===== src/rtl/mult_pkg.sv =====
// rtl/mult_pkg.sv - shared types and helpers for the sequential multiplier
package mult_pkg;

    typedef enum logic [1:0] {
        ST_IDLE,
        ST_CALC,
        ST_DONE
    } mult_state_t;

    function automatic int count_width(input int width);
        return $clog2(width + 1);
    endfunction

endpackage


===== src/rtl/mult_sequencer.sv =====
// rtl/mult_sequencer.sv - IDLE/CALC/DONE control and iteration down-counter
module mult_sequencer
    import mult_pkg::*;
#(
    parameter int WIDTH = 4
) (
    input  logic clock,
    input  logic reset,
    input  logic start,
    output logic load,
    output logic step,
    output logic finish,
    output logic ready,
    output logic done
);

    localparam int CW = count_width(WIDTH);

    mult_state_t     state_q;
    logic [CW-1:0]   count_q;
    logic            ready_q;
    logic            done_q;
    logic            count_last;

    assign count_last = (count_q == CW'(1));

    // Strobes for the datapath; finish marks the final iteration edge
    assign load   = (state_q == ST_IDLE) && start;
    assign step   = (state_q == ST_CALC);
    assign finish = step && count_last;
    assign ready  = ready_q;
    assign done   = done_q;

    always_ff @(posedge clock) begin
        if (!reset) begin
            state_q <= ST_IDLE;
            count_q <= '0;
            ready_q <= 1'b1;
            done_q  <= 1'b0;
        end else begin
            case (state_q)
                ST_IDLE: begin
                    if (start) begin
                        state_q <= ST_CALC;
                        count_q <= CW'(WIDTH);
                        ready_q <= 1'b0;
                    end
                end
                ST_CALC: begin
                    count_q <= count_q - CW'(1);
                    if (count_last) begin
                        state_q <= ST_DONE;
                        done_q  <= 1'b1;
                    end
                end
                ST_DONE: begin
                    state_q <= ST_IDLE;
                    done_q  <= 1'b0;
                    ready_q <= 1'b1;
                end
                default: begin
                    state_q <= ST_IDLE;
                    ready_q <= 1'b1;
                    done_q  <= 1'b0;
                end
            endcase
        end
    end

endmodule


===== src/rtl/seq_multiplier.sv =====
// rtl/seq_multiplier.sv - shift-add multiplier with optional two's-complement mode
module seq_multiplier
    import mult_pkg::*;
#(
    parameter int WIDTH = 4
) (
    input  logic                 clock,
    input  logic                 reset,
    input  logic                 start,
    input  logic                 signed_mode,
    input  logic [WIDTH-1:0]     multiplicand,
    input  logic [WIDTH-1:0]     multiplier,
    output logic [2*WIDTH-1:0]   product,
    output logic                 ready,
    output logic                 done
);

    logic               load;
    logic               step;
    logic               finish;

    // ca_q holds {C, A}; C is the carry out of the accumulate
    logic [WIDTH:0]     ca_q;
    logic [WIDTH-1:0]   q_q;
    logic [WIDTH-1:0]   m_q;
    logic               neg_q;
    logic [2*WIDTH-1:0] product_q;

    logic [WIDTH-1:0]   mcand_mag;
    logic [WIDTH-1:0]   mplier_mag;
    logic               neg_d;
    logic [WIDTH:0]     sum;
    logic [WIDTH:0]     ca_d;
    logic [WIDTH-1:0]   q_d;
    logic [2*WIDTH-1:0] raw_prod;
    logic [2*WIDTH-1:0] product_d;

    mult_sequencer #(
        .WIDTH (WIDTH)
    ) u_seq (
        .clock  (clock),
        .reset  (reset),
        .start  (start),
        .load   (load),
        .step   (step),
        .finish (finish),
        .ready  (ready),
        .done   (done)
    );

    // The most-negative value negates to itself, which is its correct unsigned magnitude
    assign mcand_mag  = (signed_mode && multiplicand[WIDTH-1]) ? -multiplicand : multiplicand;
    assign mplier_mag = (signed_mode && multiplier[WIDTH-1])   ? -multiplier   : multiplier;
    assign neg_d      = signed_mode & (multiplier[WIDTH-1] ^ multiplicand[WIDTH-1]);

    assign sum       = ca_q + (q_q[0] ? {1'b0, m_q} : '0);
    assign ca_d      = {1'b0, sum[WIDTH:1]};
    assign q_d       = {sum[0], q_q[WIDTH-1:1]};
    assign raw_prod  = {ca_d[WIDTH-1:0], q_d};
    assign product_d = neg_q ? -raw_prod : raw_prod;

    assign product = product_q;

    always_ff @(posedge clock) begin
        if (!reset) begin
            ca_q      <= '0;
            q_q       <= '0;
            m_q       <= '0;
            neg_q     <= 1'b0;
            product_q <= '0;
        end else if (load) begin
            ca_q  <= '0;
            q_q   <= mplier_mag;
            m_q   <= mcand_mag;
            neg_q <= neg_d;
        end else if (step) begin
            ca_q <= ca_d;
            q_q  <= q_d;
            if (finish) begin
                product_q <= product_d;
            end
        end
    end

endmodule


===== config.mk =====
export PLATFORM = sky130hd
export DESIGN_NAME = seq_multiplier
export DESIGN_NICKNAME = d
export VERILOG_FILES = /design/src/rtl/mult_pkg.sv /design/src/rtl/mult_sequencer.sv /design/src/rtl/seq_multiplier.sv
export SDC_FILE = /design/constraint.sdc
export NUM_CORES = 1
export LEC_CHECK = 0
export ABC_AREA = 0
export ABC_CLOCK_PERIOD_IN_PS = 1990
export CORE_AREA = 8 8 95 71
export DETAILED_ROUTE_END_ITERATION = 10
export DIE_AREA = 0 0 103 79
export GPL_ROUTABILITY_DRIVEN = 0
export MAX_ROUTING_LAYER = met4
export PLACE_DENSITY = 0.6
export REMOVE_ABC_BUFFERS = 1
export SYNTH_ARGS = -nofsm -noshare
export SYNTH_HDL_FRONTEND = slang
export SYNTH_SLANG_ARGS = --single-unit

===== constraint.sdc =====
create_clock -name clock -period 1.99 [get_ports clock]
set_input_delay 0.597 -clock clock [delete_from_list [all_inputs] [get_ports clock]]
set_output_delay 0.597 -clock clock [all_outputs]
set_load 0.05 [all_outputs]

---- Word level (Yosys, flattened, before mapping) ----
Index checks and enable logic that the tools add are counted.
operators by class
  equality and inequality tests ........... 4
  add/sub/neg operators ................... 5
  bitwise operators ....................... 6
  reductions and logical operators ........ 13
  muxes and demuxes ....................... 15
operators with widths
  kind                                                 count
  two-way mux 4 bit                                    5
  two-way mux 8 bit                                    1
  negator 4 bit                                        2
  negator 8 bit                                        1
  AND reduction 2 bit                                  4
  one-hot mux 3 bit (2 select lines)                   1
  adder 4 x 4 -> 5 bit                                 1
  logical AND 1 bit                                    4
  two-way mux 2 bit                                    2
  inequality test 2 bit, second input constant         2
  NOT 1 bit                                            4
  one-hot mux 1 bit (2 select lines)                   2
  one-hot mux 2 bit (2 select lines)                   1
  nonzero test 2 bit                                   2
  equality test 3 x 1 -> 1 bit, second input constant  1
  two-way mux 3 bit                                    1
  AND reduction 3 bit                                  1
  subtractor 3 x 1 -> 3 bit, second input constant     1
  equality test 2 x 1 -> 1 bit, second input constant  1
  logical NOT 2 bit                                    1
  two-way mux 1 bit                                    2
  OR reduction 2 bit                                   1
  bitwise AND 1 bit                                    1
  XOR 1 bit                                            1
word-level totals
  register bits after elaboration ......... 28
  input bits .............................. 12
  output and inout port bits .............. 10

---- Depth between registers and ports, before layout ----
  depth in word-level cells ............... 4
  mapped depth ............................ 8
  gate-level depth less buffers ........... 8

---- Hierarchy ----
Synthesis repeated with hierarchy kept, for this count alone.
unflattened totals
  cell total of the unflattened synthesis .. 186
  area total of the unflattened synthesis .. 1566.5 um2
by module, submodules not included
  module          instances  cells each  seq. area each (um2)  area an instance (um2)
  seq_multiplier  1          152         420.4                 1253.7
  mult_sequencer  1          34          140.1                 312.8

---- Worst setup path before layout ----
OpenSTA, ideal clock, no wires.
  kind .................................... reg2reg
  start point ............................. register q_q[0]
  end point ............................... register product_q[7], in the netlist product[7]
  required time ........................... 1868 ps
  data arrival time ....................... 2071 ps
  slack ................................... -202 ps
  cell stages (with the launch flop) ...... 8
  path through ............................ dfxtp_1 and2_1 ha_1 fa_1 or3_4 nor4_4 nor2_1 o31a_2
on the way
  longest elaborated chain between the ends .. 4
ends and longest elaborated chain
  item                    line                  source
  start, declared         seq_multiplier.sv:24  logic [WIDTH-1:0] q_q;
  start signal, assigned  seq_multiplier.sv:73  q_q <= mplier_mag;
  start signal, assigned  seq_multiplier.sv:78  q_q <= q_d;
  two-way mux 4 bit       seq_multiplier.sv:56  assign sum = ca_q + (q_q[0] ? {1'b0, m_q} : '0);
  adder 4 x 4 -> 5 bit    seq_multiplier.sv:56
  via sum[1]              seq_multiplier.sv:32  logic [WIDTH:0] sum;
  negator 8 bit           seq_multiplier.sv:60  assign product_d = neg_q ? -raw_prod : raw_prod;
  two-way mux 8 bit       seq_multiplier.sv:60
  end signal, assigned    seq_multiplier.sv:80  product_q <= product_d;
  end, declared           seq_multiplier.sv:27  logic [2*WIDTH-1:0] product_q;
The timed path passes the listed nets, and every way through them passes these cells.
A chain may end at the register's enable or synchronous reset.

---- Final worst setup path ----
  start point ............................. register m_q[0]
  end point ............................... register product_q[7], in the netlist product[7]
on the way
  longest elaborated chain between the ends .. 4
ends and longest elaborated chain
  item                    line                  source
  start, declared         seq_multiplier.sv:25  logic [WIDTH-1:0] m_q;
  start signal, assigned  seq_multiplier.sv:74  m_q <= mcand_mag;
  two-way mux 4 bit       seq_multiplier.sv:56
  adder 4 x 4 -> 5 bit    seq_multiplier.sv:56
  via sum[1]              seq_multiplier.sv:32
  negator 8 bit           seq_multiplier.sv:60
  two-way mux 8 bit       seq_multiplier.sv:60
The timed path passes the listed nets, and every way through them passes these cells.

==> results.txt <==
Worst clock skew -> 0.00581 ns
Endpoint type of the worst setup path -> register
Starting density of the core -> 28.2%
Root Buffer -> clkbuf_8
Max Clk Rate -> 480 MHz
Period utilisation layout -> 105%
Port Buffer Count -> 21
CP Data Required Time -> 2.17 ns
Final Max Tran Viols -> 0
Syn Inst Count -> 179
Critical Path AT -> 2.26 ns
Average size of a mapped cell -> 8.51 sq um
Post-synth cell types -> 35
Mapped cell area -> 1520 sq um
Die Wd -> 103 um
Post-detail-place hpwl -> 2790 um
Total CTS buffers -> 3
Commonest cells after routing, fill and taps aside -> buf_4, nand2_1, dfxtp_1
Max-slew headroom -> 71.3%
CTS H-tree depth -> 1
Clock period minus worst slack -> 2.08 ns
Post-synth ARST share -> 0%
Vias -> 1304
Failing checks -> negative setup slack
Worst min path class -> reg -> reg
CP Launch Type -> register
R2r endpoint -> product[7]
Worst Hold Path EP -> m_q[0]
Seq pwr share -> 49.3%
Pin count of the biggest net entering global routing -> 16
Pwr dens -> 634 nW/um^2
Core area -> 5410 sq um
DR vias/cell -> 4.50
DR pass1 iterations -> 4
Clk network pwr share -> 28.4%
Crit Path Class -> reg -> reg
Final Instance Area -> 2010 sq um
Sw Share -> 29.0%
Post-layout util -> 37.2%
Die H -> 79 um
R2r startpoint -> m_q[0]
Synthesis Warnings -> 0
Iteration-0 DRC Markers -> 42
Flops & latches, synth -> 28
Hold path startpoint -> m_q[0]
CTS clock-pin slew for the worst setup and hold paths -> 0.10 ns
Worst R2R Setup Slack -> -0.09 ns
Placement Setup Slack -> -0.239 ns
Io pins -> 22
Outcome -> finished, violations left
Post-synth EDFFs -> 0
Die area -> 8140 sq um
DR WL/cell -> 12.4 um
Diodes inserted -> 0
Register area share after synthesis -> 36.8%
Number of core rows -> 23
Antenna Violating Nets Remaining -> 0
FF-to-FF path depth -> 7
Area Overhead vs Synth -> 32.0%
Setup repair after global routing missed its margin -> true
Primary FF master, synth -> dfxtp_1
Vias in the first global route -> 1303
Share of cells above drive strength 1 -> 20.0%
Hold Fails Final Rpt -> 0
WL final -> 3580 um
Total GRT Usage -> 9.83%
Clock Tree Buf Depth -> 2
WHS Path Cells -> 2
Most common cell after layout, fill and taps aside -> buf_4
Hold_ws -> 0.470 ns
NetSw -> 369 uW
Fillcell total -> 576
Gate power share -> 22.3%
Worst setup margin -> -0.0912 ns
Residual DRC -> 0
Internal power -> 906 uW
Clk Latency, worst-skew pair -> 0.28 ns
Total power -> 1.28 mW
Placed instance area -> 1910 sq um
Leakage -> 0.894 nW
CTS tree -> yes
# Max-Cap Violations -> 0
GR Overflow Total -> 0
Hold_buf cts -> 0
Final Net Count -> 238
Worst slew pin tran -> 0.429 ns
Critical Path Fanout Max -> 3
First-pass GRT wire length -> 6200 um
Final setup fails -> 2
Initial antenna violation count -> 0
Clk sinks -> 28
VDD IR max -> 477 uV
worst max path at each step:
| stage | from | end | cells past startpoint |
|---|---|---|---|
| after floorplan | q_q[0] | product[7] | 7 |
| after global placement | m_q[0] | product[7] | 7 |
| after detailed placement | q_q[0] | product[5] | 8 |
| after CTS | m_q[0] | product[7] | 7 |
| after global routing | q_q[0] | product[7] | 8 |
| final | m_q[0] | product[7] | 7 |
per-stage QoR:
stage	setup TNS, ns	cells
2_1_floorplan	-0.457	172
3_3_place_gp	-0.496	286
3_5_place_dp	-0.564	286
4_1_cts	-0.142	290
5_1_grt	-0.422	290
6_report	-0.179	290
synth_stat cells, types with 6 or more instances:
| cell | count | share of area (%) |
|---|---|---|
| a21boi_0 | 8 | 3.9 |
| a21oi_1 | 8 | 2.6 |
| and2_1 | 7 | 2.9 |
| clkbuf_1 | 6 | 1.5 |
| dfxtp_1 | 28 | 37 |
| ha_1 | 9 | 7.4 |
| inv_1 | 8 | 2.0 |
| nand2_1 | 26 | 6.4 |
| nand3_1 | 10 | 3.3 |
| nor2_1 | 12 | 3.0 |
| o211a_1 | 7 | 4.6 |
worst max-delay path: stages (launching register included):
cell	delay, ns
dfxtp_2	0.33
and2_4	0.16
ha_4	0.15
fa_1	0.45
or3_4	0.38
nor4_4	0.16
nor2_1	0.07
o31a_2	0.27
cell type report:
class                   instances  area (sq um)  share of cell area (%)
flip-flops and latches         28           563                    28.0
clock buffers                   4          55.1                    2.74
inverters                       8          30.0                    1.49
well taps                      75          93.8                    4.66
multi-input cells             136           950                    47.2
repair buffers                 39           320                    15.9
sequential cells by signal, indices dropped and copies added, names as in the netlist:
signal,flops
ca_q,4
m_q,4
u_seq.count_q,3
q_q,4
u_seq.ready,1
product,8
u_seq.done,1
u_seq.state_q,2
neg_q,1
power by group through the flow:
stage | Clock (mW) | Combinational, mW | Sequential, mW
CTS | 0.378 | 0.285 | 0.628
detailed placement | 0 | 0.280 | 0.637
global placement | 0 | 0.278 | 0.636
floorplan | 0 | 0.150 | 0.650
global route | 0.408 | 0.318 | 0.635
finish | 0.362 | 0.284 | 0.629
per-layer routing:
metal | GRT usage [%] | part of all wire [%]
met1 | 12.9 | 53
met2 | 14.8 | 42
met3 | 2.79 | 3.9
met4 | 1.73 | 0.70
met5 | - | 0
kinds of logic (layout without fill, tap and decap cells):
group / Yosys count / in the layout / share of synthesized area (%)
AOI/OAI and AO/OA: 43 / 43 / 20.4
xor gates and xnor gates: 9 / 9 / 5.67
adders and majority gates: 10 / 10 / 8.70
buffers and inverters: 15 / 51 / 3.78
DFF: 28 / 28 / 36.8
muxes: 1 / 1 / 0.657
and+or+nand+nor: 73 / 73 / 24.1
what timing repair did:
item,in CTS,in global routing
buffers inserted,0,0
endpoints found under the setup margin,3,3
pin swaps,8,1
resized for setup,9,1
Power figures use the tool's default switching activity.
